[src/rtl/alu_pkg.sv]
// Shared ALU definitions: 4-bit operation codes, the illegal-op predicate and
// the requester-index width helper used by the ALU arbiter slice.
package alu_pkg;

    localparam logic [3:0] ALU_MOV = 4'b0000;
    localparam logic [3:0] ALU_NOT = 4'b0001;
    localparam logic [3:0] ALU_ADD = 4'b0010;
    localparam logic [3:0] ALU_SUB = 4'b0011;
    localparam logic [3:0] ALU_OR  = 4'b0100;
    localparam logic [3:0] ALU_AND = 4'b0101;
    localparam logic [3:0] ALU_XOR = 4'b0110;
    localparam logic [3:0] ALU_SLT = 4'b0111;
    localparam logic [3:0] ALU_LI  = 4'b1001;
    localparam logic [3:0] ALU_LUI = 4'b1010;
    localparam logic [3:0] ALU_JMP = 4'b1011;
    localparam logic [3:0] ALU_JAL = 4'b1100;
    localparam logic [3:0] ALU_LW  = 4'b1101;
    localparam logic [3:0] ALU_SW  = 4'b1110;

    // 1000 and 1111 are unassigned encodings.
    function automatic logic is_illegal_op(input logic [3:0] op);
        return (op == 4'b1000) || (op == 4'b1111);
    endfunction

    function automatic int calc_idw(input int n);
        return (n > 1) ? $clog2(n) : 1;
    endfunction

endpackage

[src/rtl/alu.sv]
// Single-cycle combinational ALU; add/sub wrap, SLT is signed, LI/LUI merge
// half-words, jump ops pass B and load/store ops form A+B addresses.
module alu
    import alu_pkg::*;
#(
    parameter int word_size = 32
) (
    input  logic [word_size-1:0] a,
    input  logic [word_size-1:0] b,
    input  logic [3:0]           op,
    output logic [word_size-1:0] y
);

    localparam int HALF = word_size / 2;

    logic lt;

    assign lt = $signed(a) < $signed(b);

    // NOTE: every always_comb output gets a default first so no path infers a latch.
    always_comb begin
        y = '0;
        case (op)
            ALU_MOV: y = a;
            ALU_NOT: y = ~a;
            ALU_ADD: y = a + b;
            ALU_SUB: y = a - b;
            ALU_OR:  y = a | b;
            ALU_AND: y = a & b;
            ALU_XOR: y = a ^ b;
            ALU_SLT: y = {{(word_size-1){1'b0}}, lt};
            ALU_LI:  y = {a[word_size-1:HALF], b[HALF-1:0]};
            ALU_LUI: y = {b[HALF-1:0], a[HALF-1:0]};
            ALU_JMP: y = b;
            ALU_JAL: y = b;
            ALU_LW:  y = a + b;
            ALU_SW:  y = a + b;
            default: y = '0;
        endcase
    end

endmodule

[src/rtl/rr_arbiter.sv]
// Combinational round-robin picker: searches from ptr+1 (mod N) and grants
// the first asserted request; the pointer register is owned by the caller.
module rr_arbiter
    import alu_pkg::*;
#(
    parameter  int N  = 2,
    localparam int PW = calc_idw(N)
) (
    input  logic [N-1:0]  req,
    input  logic [PW-1:0] ptr,
    input  logic          en,
    output logic [N-1:0]  gnt
);

    logic found;

    always_comb begin
        gnt   = '0;
        found = 1'b0;
        for (int k = 1; k <= N; k++) begin
            for (int i = 0; i < N; i++) begin
                if (en && !found && req[i] && (i == (int'(ptr) + k) % N)) begin
                    gnt[i] = 1'b1;
                    found  = 1'b1;
                end
            end
        end
    end

endmodule

[src/rtl/alu_arbiter.sv]
// Shares one ALU among NREQ valid/ready requesters with round-robin grant and
// a one-entry registered response buffer.
module alu_arbiter
    import alu_pkg::*;
#(
    parameter  int WORD = 32,
    parameter  int NREQ = 2,
    localparam int IDW  = calc_idw(NREQ)
) (
    input  logic                 clk,
    input  logic                 rst_n,
    input  logic [NREQ-1:0]      req_valid,
    output logic [NREQ-1:0]      req_ready,
    input  logic [4*NREQ-1:0]    req_op,
    input  logic [WORD*NREQ-1:0] req_a,
    input  logic [WORD*NREQ-1:0] req_b,
    output logic                 rsp_valid,
    input  logic                 rsp_ready,
    output logic [IDW-1:0]       rsp_id,
    output logic [WORD-1:0]      rsp_data,
    output logic                 rsp_err
);

    logic            free;
    logic            accept;
    logic [NREQ-1:0] gnt;
    logic [IDW-1:0]  ptr;
    logic [IDW-1:0]  gnt_idx;
    logic [3:0]      sel_op;
    logic [WORD-1:0] sel_a;
    logic [WORD-1:0] sel_b;
    logic [WORD-1:0] alu_y;
    logic            res_err;
    logic [WORD-1:0] res_data;

    assign free = !rsp_valid || rsp_ready;

    // Gating with rst_n keeps req_ready low while reset is held.
    rr_arbiter #(.N(NREQ)) u_arb (
        .req (req_valid),
        .ptr (ptr),
        .en  (free && rst_n),
        .gnt (gnt)
    );

    assign req_ready = gnt;
    assign accept    = |gnt;

    always_comb begin
        gnt_idx = '0;
        sel_op  = '0;
        sel_a   = '0;
        sel_b   = '0;
        for (int i = 0; i < NREQ; i++) begin
            if (gnt[i]) begin
                gnt_idx = IDW'(i);
                sel_op  = req_op[4*i +: 4];
                sel_a   = req_a[WORD*i +: WORD];
                sel_b   = req_b[WORD*i +: WORD];
            end
        end
    end

    alu #(.word_size(WORD)) u_alu (
        .a  (sel_a),
        .b  (sel_b),
        .op (sel_op),
        .y  (alu_y)
    );

    assign res_err  = is_illegal_op(sel_op);
    assign res_data = res_err ? '0 : alu_y;

    // NOTE: state registers use non-blocking assignments so every flop samples pre-edge values.
    always_ff @(posedge clk or negedge rst_n) begin
        if (!rst_n) begin
            rsp_valid <= 1'b0;
            rsp_id    <= '0;
            rsp_data  <= '0;
            rsp_err   <= 1'b0;
            ptr       <= IDW'(NREQ - 1);
        end else if (accept) begin
            rsp_valid <= 1'b1;
            rsp_id    <= gnt_idx;
            rsp_data  <= res_data;
            rsp_err   <= res_err;
            ptr       <= gnt_idx;
        end else if (rsp_ready) begin
            rsp_valid <= 1'b0;
        end
    end

endmodule
[config.mk]
export PLATFORM = sky130hd
export DESIGN_NAME = alu_arbiter
export DESIGN_NICKNAME = d
export VERILOG_FILES = /design/src/rtl/alu_pkg.sv /design/src/rtl/alu.sv /design/src/rtl/rr_arbiter.sv /design/src/rtl/alu_arbiter.sv
export SDC_FILE = /design/constraint.sdc
export NUM_CORES = 1
export LEC_CHECK = 0
export CAP_MARGIN = 20
export CORE_MARGIN = 1
export CORE_UTILIZATION = 35
export DETAILED_ROUTE_END_ITERATION = 10
export SLEW_MARGIN = 20
export SYNTH_ARGS = -nofsm -noshare
export SYNTH_HDL_FRONTEND = slang
export SYNTH_SLANG_ARGS = --single-unit
[constraint.sdc]
create_clock -name clk -period 11.7 [get_ports clk]
set_input_delay 1.755 -clock clk [delete_from_list [all_inputs] [get_ports clk]]
set_output_delay 1.755 -clock clk [all_outputs]
set_load 0.005 [all_outputs]
# --- Word level (Yosys, flattened, before mapping) ---
# Cells that the tools add are included.
classes:
  addsub: 4
  multipliers: 0
  n_div: 0
  magnitude_cmp: 1
  eq_ne: 17
  n_shift: 0
  n_mux: 17
  bitwise_logic: 6
  reduce_logical: 25
op_table:
  columns: ["operator", "n"]
  rows:
  - ["32-bit one-hot mux with 11 select lines", 1]
  - ["32-bit 2-to-1 mux", 5]
  - ["32-bit zero test", 2]
  - ["32-bit adder", 1]
  - ["32-bit bitwise AND", 1]
  - ["4-bit == test, second input constant", 8]
  - ["32-bit less-than comparator", 1]
  - ["32-bit NOT", 1]
  - ["32-bit bitwise OR", 1]
  - ["32-bit subtractor", 1]
  - ["32-bit XOR", 1]
  - ["4-bit by 3-bit == test with 1-bit output, second input constant", 4]
  - ["1-bit logical AND", 12]
  - ["1-bit 2-to-1 mux", 9]
  - ["4-bit by 2-bit == test with 1-bit output, second input constant", 2]
  - ["4-bit 2-to-1 mux", 2]
  - ["2-bit == test, first input constant", 2]
  - ["4-bit by 1-bit == test with 1-bit output, second input constant", 1]
  - ["1-bit zero test", 4]
  - ["4-bit zero test", 1]
  - ["2-bit OR reduction", 2]
  - ["3-bit OR reduction", 1]
  - ["1-bit adder, second input constant", 2]
  - ["1-bit bitwise AND, first input constant", 2]
  - ["2 further kinds", 3]
word_totals:
  regBits: 36
  latchBits: 0
  ram_bits: 0
  mem_bits_ro: 0
  inputBits: 141
  output_inout_bits: 37
  elab_cells: 75
  mem_count: 0

# --- Depth between registers and ports, before layout ---
depth:
  ltp_word: 26
  mapped_depth: 23
  depth_no_buf: 18

# --- Modules after synthesis ---
# Synthesis repeated with hierarchy kept, for this count alone.
unflattened:
  hier_cells: 1178
  area_unflattened_um2: 8519.4
by_module_without_submodules:
  columns: ["mod", "instances", "cells_per_inst", "area_per_inst_um2", "seq_area_each_um2"]
  rows:
  - ["alu", 1, 992, 6462.4, 0.0]
  - ["alu_arbiter", 1, 181, 2035.7, 902.1]
  - ["rr_arbiter", 1, 5, 21.3, 0.0]

# --- Least setup slack after synthesis ---
# Ideal clock, no wire load.
synth_timing:
  path_type: "input-to-reg"
  from: "input port rsp_ready"
  to: "register rsp_data[21]"
  setup_ns: 0.130
  t_arrival_ns: 5.815
  required_ns: 11.570
  path_slack_ns: 5.755
  path_stages: 22
  cell_sequence: "nand2b_1 > buf_2 > nand3_1 > inv_2 > buf_2 > buf_2 > buf_1 > clkbuf_1 > a22o_1 > ha_1 > clkbuf_1 > o21bai_1 > o32ai_1 > nor4_1 > nand3b_1 > o211a_1 > o21a_1 > o21a_1 > o41ai_2 > xnor2_1 > a211oi_1 > o21ai_1"
synth_between:
  elab_chain_cells: 25
  elab_cells_between_ends: 56
  classes_between: "add/sub: 2; eq/ne: 15; mux: 14; bitwise: 4; reduce/logical: 21"
synth_rtl:
  columns: ["element", "line", "source"]
  rows:
  - ["start, declared", "alu_arbiter.sv:18", "input logic rsp_ready,"]
  - ["1-bit logical OR *", "alu_arbiter.sv:36", "assign free = !rsp_valid || rsp_ready;"]
  - ["1-bit logical AND *", "alu_arbiter.sv:42", ".en (free && rst_n),"]
  - ["parallel branches: the longest is 23 deep, another holds 1-bit logical AND", null, null]
  - ["end signal, assigned", "alu_arbiter.sv:85", "rsp_data <= res_data;"]
  - ["end, declared", "alu_arbiter.sv:20", "output logic [WORD-1:0] rsp_data,"]
# Every way passes the cells marked *.
# A chain may end at the register's enable or synchronous reset.

# --- Worst setup path in the final report ---
layout_timing:
  from: "input port rsp_ready"
  to: "register rsp_data[29]"
# The elaborated chain is that of the path after synthesis.

==> flow_summary_export.csv <==
group,metric,value,unit
status,status,"complete, no violations",
yosys,yosysTopAreaCellShare,11.0,%
placed_design,dpl.hpwl,28.6,mm
drt,route.detailed.drc,0,
floorplanning,coreArea,0.0221,mm^2
power_and_ir_drop,p_clk_share,12.9,%
timing,finalCriticalPeriod,7590,ps
power_and_ir_drop,pwr_density_cell,123,mW/mm^2
drt,firstDrtPassIters,9,
yosys,syn_area_per_cell,7.04,um^2
cts,cts_sinks,36,
power_and_ir_drop,switching_share,47.7,%
cts,cts_htree_levels,2,
power_and_ir_drop,vdd_drop_max,0.0525,mV
placed_design,place_inst,1537,
cells_and_area,final_area,0.0101,mm^2
yosys,synth_cell_types,88,
timing,rsz0062_at_grt,"false",
floorplanning,rows,54,
cts,ctsResizeCount,0,
power_and_ir_drop,leakage,0.00405,uW
worst_setup_path,crit_arrival,7770,ps
cells_and_area,layout.nets,1469,
worst_setup_path,r2r_slack,5680,ps
power_and_ir_drop,p_comb_share,68.3,%
placed_design,place_congestion,0.974,
grt,grt_overflow,0,
power_and_ir_drop,p_switching,590,uW
worst_setup_path,cp_data_required_time,11880,ps
power_and_ir_drop,p_seq_share,18.7,%
yosys,synthArstFlopShare,100,%
cts,clk_latency,310,ps
yosys,yosys_warnings,0,
timing,clock-skew-final,10.3,ps
yosys,synth_edf_count,0,
cts,holdBufCountCts,0,
cts,cts_setup_buffers,0,
worst_setup_path,crit_end,"rsp_data[29]",
drt,wirelength,37.9,mm
yosys,syn_area,0.00797,mm^2
cells_and_area,layout.cells.non_filler,1544,
run,cap_violations,0,
timing,maxSlewViolCount,0,
yosys,synth_area_leaders,"dfrtp_1 (11%), ha_1 (10%), a21oi_1 (5.7%)",
timing,setup_tns,0,ps
worst_setup_path,r2r_cells,19,
cts,clk_path_buf_depth,2,
yosys,synth_common_cells,"nor2_1 (107), nand2_1 (96), a21oi_1 (90)",
yosys,syn-num-nets,1337,
drt,ant_nets,0,
timing,fmax,132,MHz
grt,track_usage,31.8,%
grt,first_global_vias,9763,
drt,vias,10100,
timing,min_period_over_period,64.9,%
floorplanning,initial_core_util,36.1,%
placed_design,placed_area,0.00993,mm^2
power_and_ir_drop,p_total,1240,uW
worst_setup_path,end_kind,"flop",
yosys,synth-seq-area-share,11.3,%
yosys,post-synth-top-area-cell,"dfrtp_1",
yosys,syn_inst,1132,
yosys,synth_flop_cell,"dfrtp_1",
worst_setup_path,startpoint,"rsp_ready",
cells_and_area,area_delta_synth_final,26.4,%
floorplanning,top_level_ports,178,
timing,slew_headroom,34.7,%
grt,antenna_found_initial,0,
yosys,yosysMostFrequentCell,"nor2_1",
placed_design,io_buffers,177,
floorplanning,die_w,153,um
cells_and_area,drive_gt1_share,5.62,%
power_and_ir_drop,p_int,647,uW
worst_setup_path,critPathMaxFanout,38,
cts,cts_buffers,5,
worst_setup_path,r2r_end,"rsp_data[29]",
worst_setup_path,setup.worst_path.start_class,"primary input",
drt,viasPerCell,6.54,
worst_hold_path,min_path_type,"reg -> reg",
drt,drt_iter0_markers,1183,
yosys,synth.ff_latch_count,36,
timing,hold_viol_final,0,
floorplanning,die_h,153,um
grt,grt_max_degree,60,
worst_setup_path,timing.rr.start,"rsp_valid",
worst_setup_path,critical_path_class,"in -> reg",
cts,cts-root-buf,"clkbuf_16",
drt,drt-wirelength-per-cell,24.6,um
cells_and_area,final_util,45.6,%
timing,worst_pin_slew,979,ps
cts,clkTransAtPathRegs,60,ps
floorplanning,dieArea,0.0234,mm^2
timing,setup_viol,0,
grt,grt_pass1_wl,57.5,mm
cells_and_area,n_antenna_cell,0,
cts,cts_tree,"yes",
power by group through the flow:
stage / clock network, uW / registers, uW / logic (uW)
6_report: 160 / 232 / 845
5_1_grt: 163 / 236 / 912
4_1_cts: 159 / 230 / 828
3_5_place_dp: 0 / 231 / 824
3_3_place_gp: 0 / 233 / 825
2_1_floorplan: 0 / 216 / 489
area by class of cell:
type	count	area (um^2)
Clock buffer	7	153
Fill cell	2268	12000
Inverter	77	290
Multi-Input combinational cell	949	6480
Sequential cell	36	902
Tap cell	280	350
Timing Repair Buffer	195	1900
worst max-delay path: stages:
cell             delay (ps)
clkdlybuf4s50_1         420
nand2b_1                500
nand4_2                 260
buf_4                   380
inv_2                   340
buf_4                   380
a22oi_1                 520
inv_1                   130
ha_1                    410
a21o_1                  260
a21o_1                  210
a21oi_1                 130
o21ai_0                 210
and3_1                  280
nor3_2                  420
o22ai_1                 190
a21o_1                  310
a221oi_2                310
mux2i_1                 230
o21ai_1                  70
routing by layer:
| metal | wire length [um] | share of wire [%] | vias to the layer above | global-route usage, % |
|---|---|---|---|---|
| met5 | 0 | 0 | - | 0 |
| met4 | 1730 | 4.5 | 0 | 15.4 |
| met3 | 4120 | 11 | 116 | 6.55 |
| met2 | 16800 | 44 | 627 | 50.4 |
| met1 | 15300 | 40 | 4755 | 40.9 |
| li1 | - | - | 4599 | - |
per-stage QoR:
stage / setup slack, ps / hold slack, ps
after floorplan: 5750 / 471
after global placement: 4080 / 486
after detailed placement: 4020 / 477
after CTS: 4290 / 498
after global routing: 3770 / 538
final: 4110 / 496
how the worst min path moves through the flow:
stage	start	endpoint	slack (ps)	cells past startpoint
after floorplan	rsp_id	rsp_id	470	2
after global placement	rsp_id	rsp_id	490	2
after detailed placement	rsp_id	rsp_id	480	2
after CTS	rsp_id	rsp_id	500	2
after global routing	ptr	ptr	540	2
final	rsp_id	rsp_id	500	2
flip-flops by register name (all words and copies together) (netlist names):
signal,count
rsp_data,32
ptr,1
rsp_valid,1
rsp_id,1
rsp_err,1
cells in the final DEF, fill, tap and decap left out, types with 13 or more instances in the layout:
cell type and n:
nor2_1 106, a211oi_1 15, o22ai_1 19, nand3_1 23
a21oi_1 90, buf_4 18, a21o_1 21, o21bai_1 17
a22oi_1 36, inv_1 73, o21ai_0 72, xnor2_1 22
dfrtp_1 35, a22o_1 33, ha_1 64, nand2b_1 21
a222oi_1 17, nor3_1 16, nand2_1 96, o211ai_1 20
xor2_1 14, nand4_1 22, clkdlybuf4s50_1 176, a221oi_1 13
cells by family after synthesis:
group,synth area share (%)
xor+xnor,3.96
flops,11.3
simple gates,23.1
fa+ha+maj,10.0
compound gates,43.6
mux,0.518
buf+inv,7.46
(Power assumes the default switching activity.)
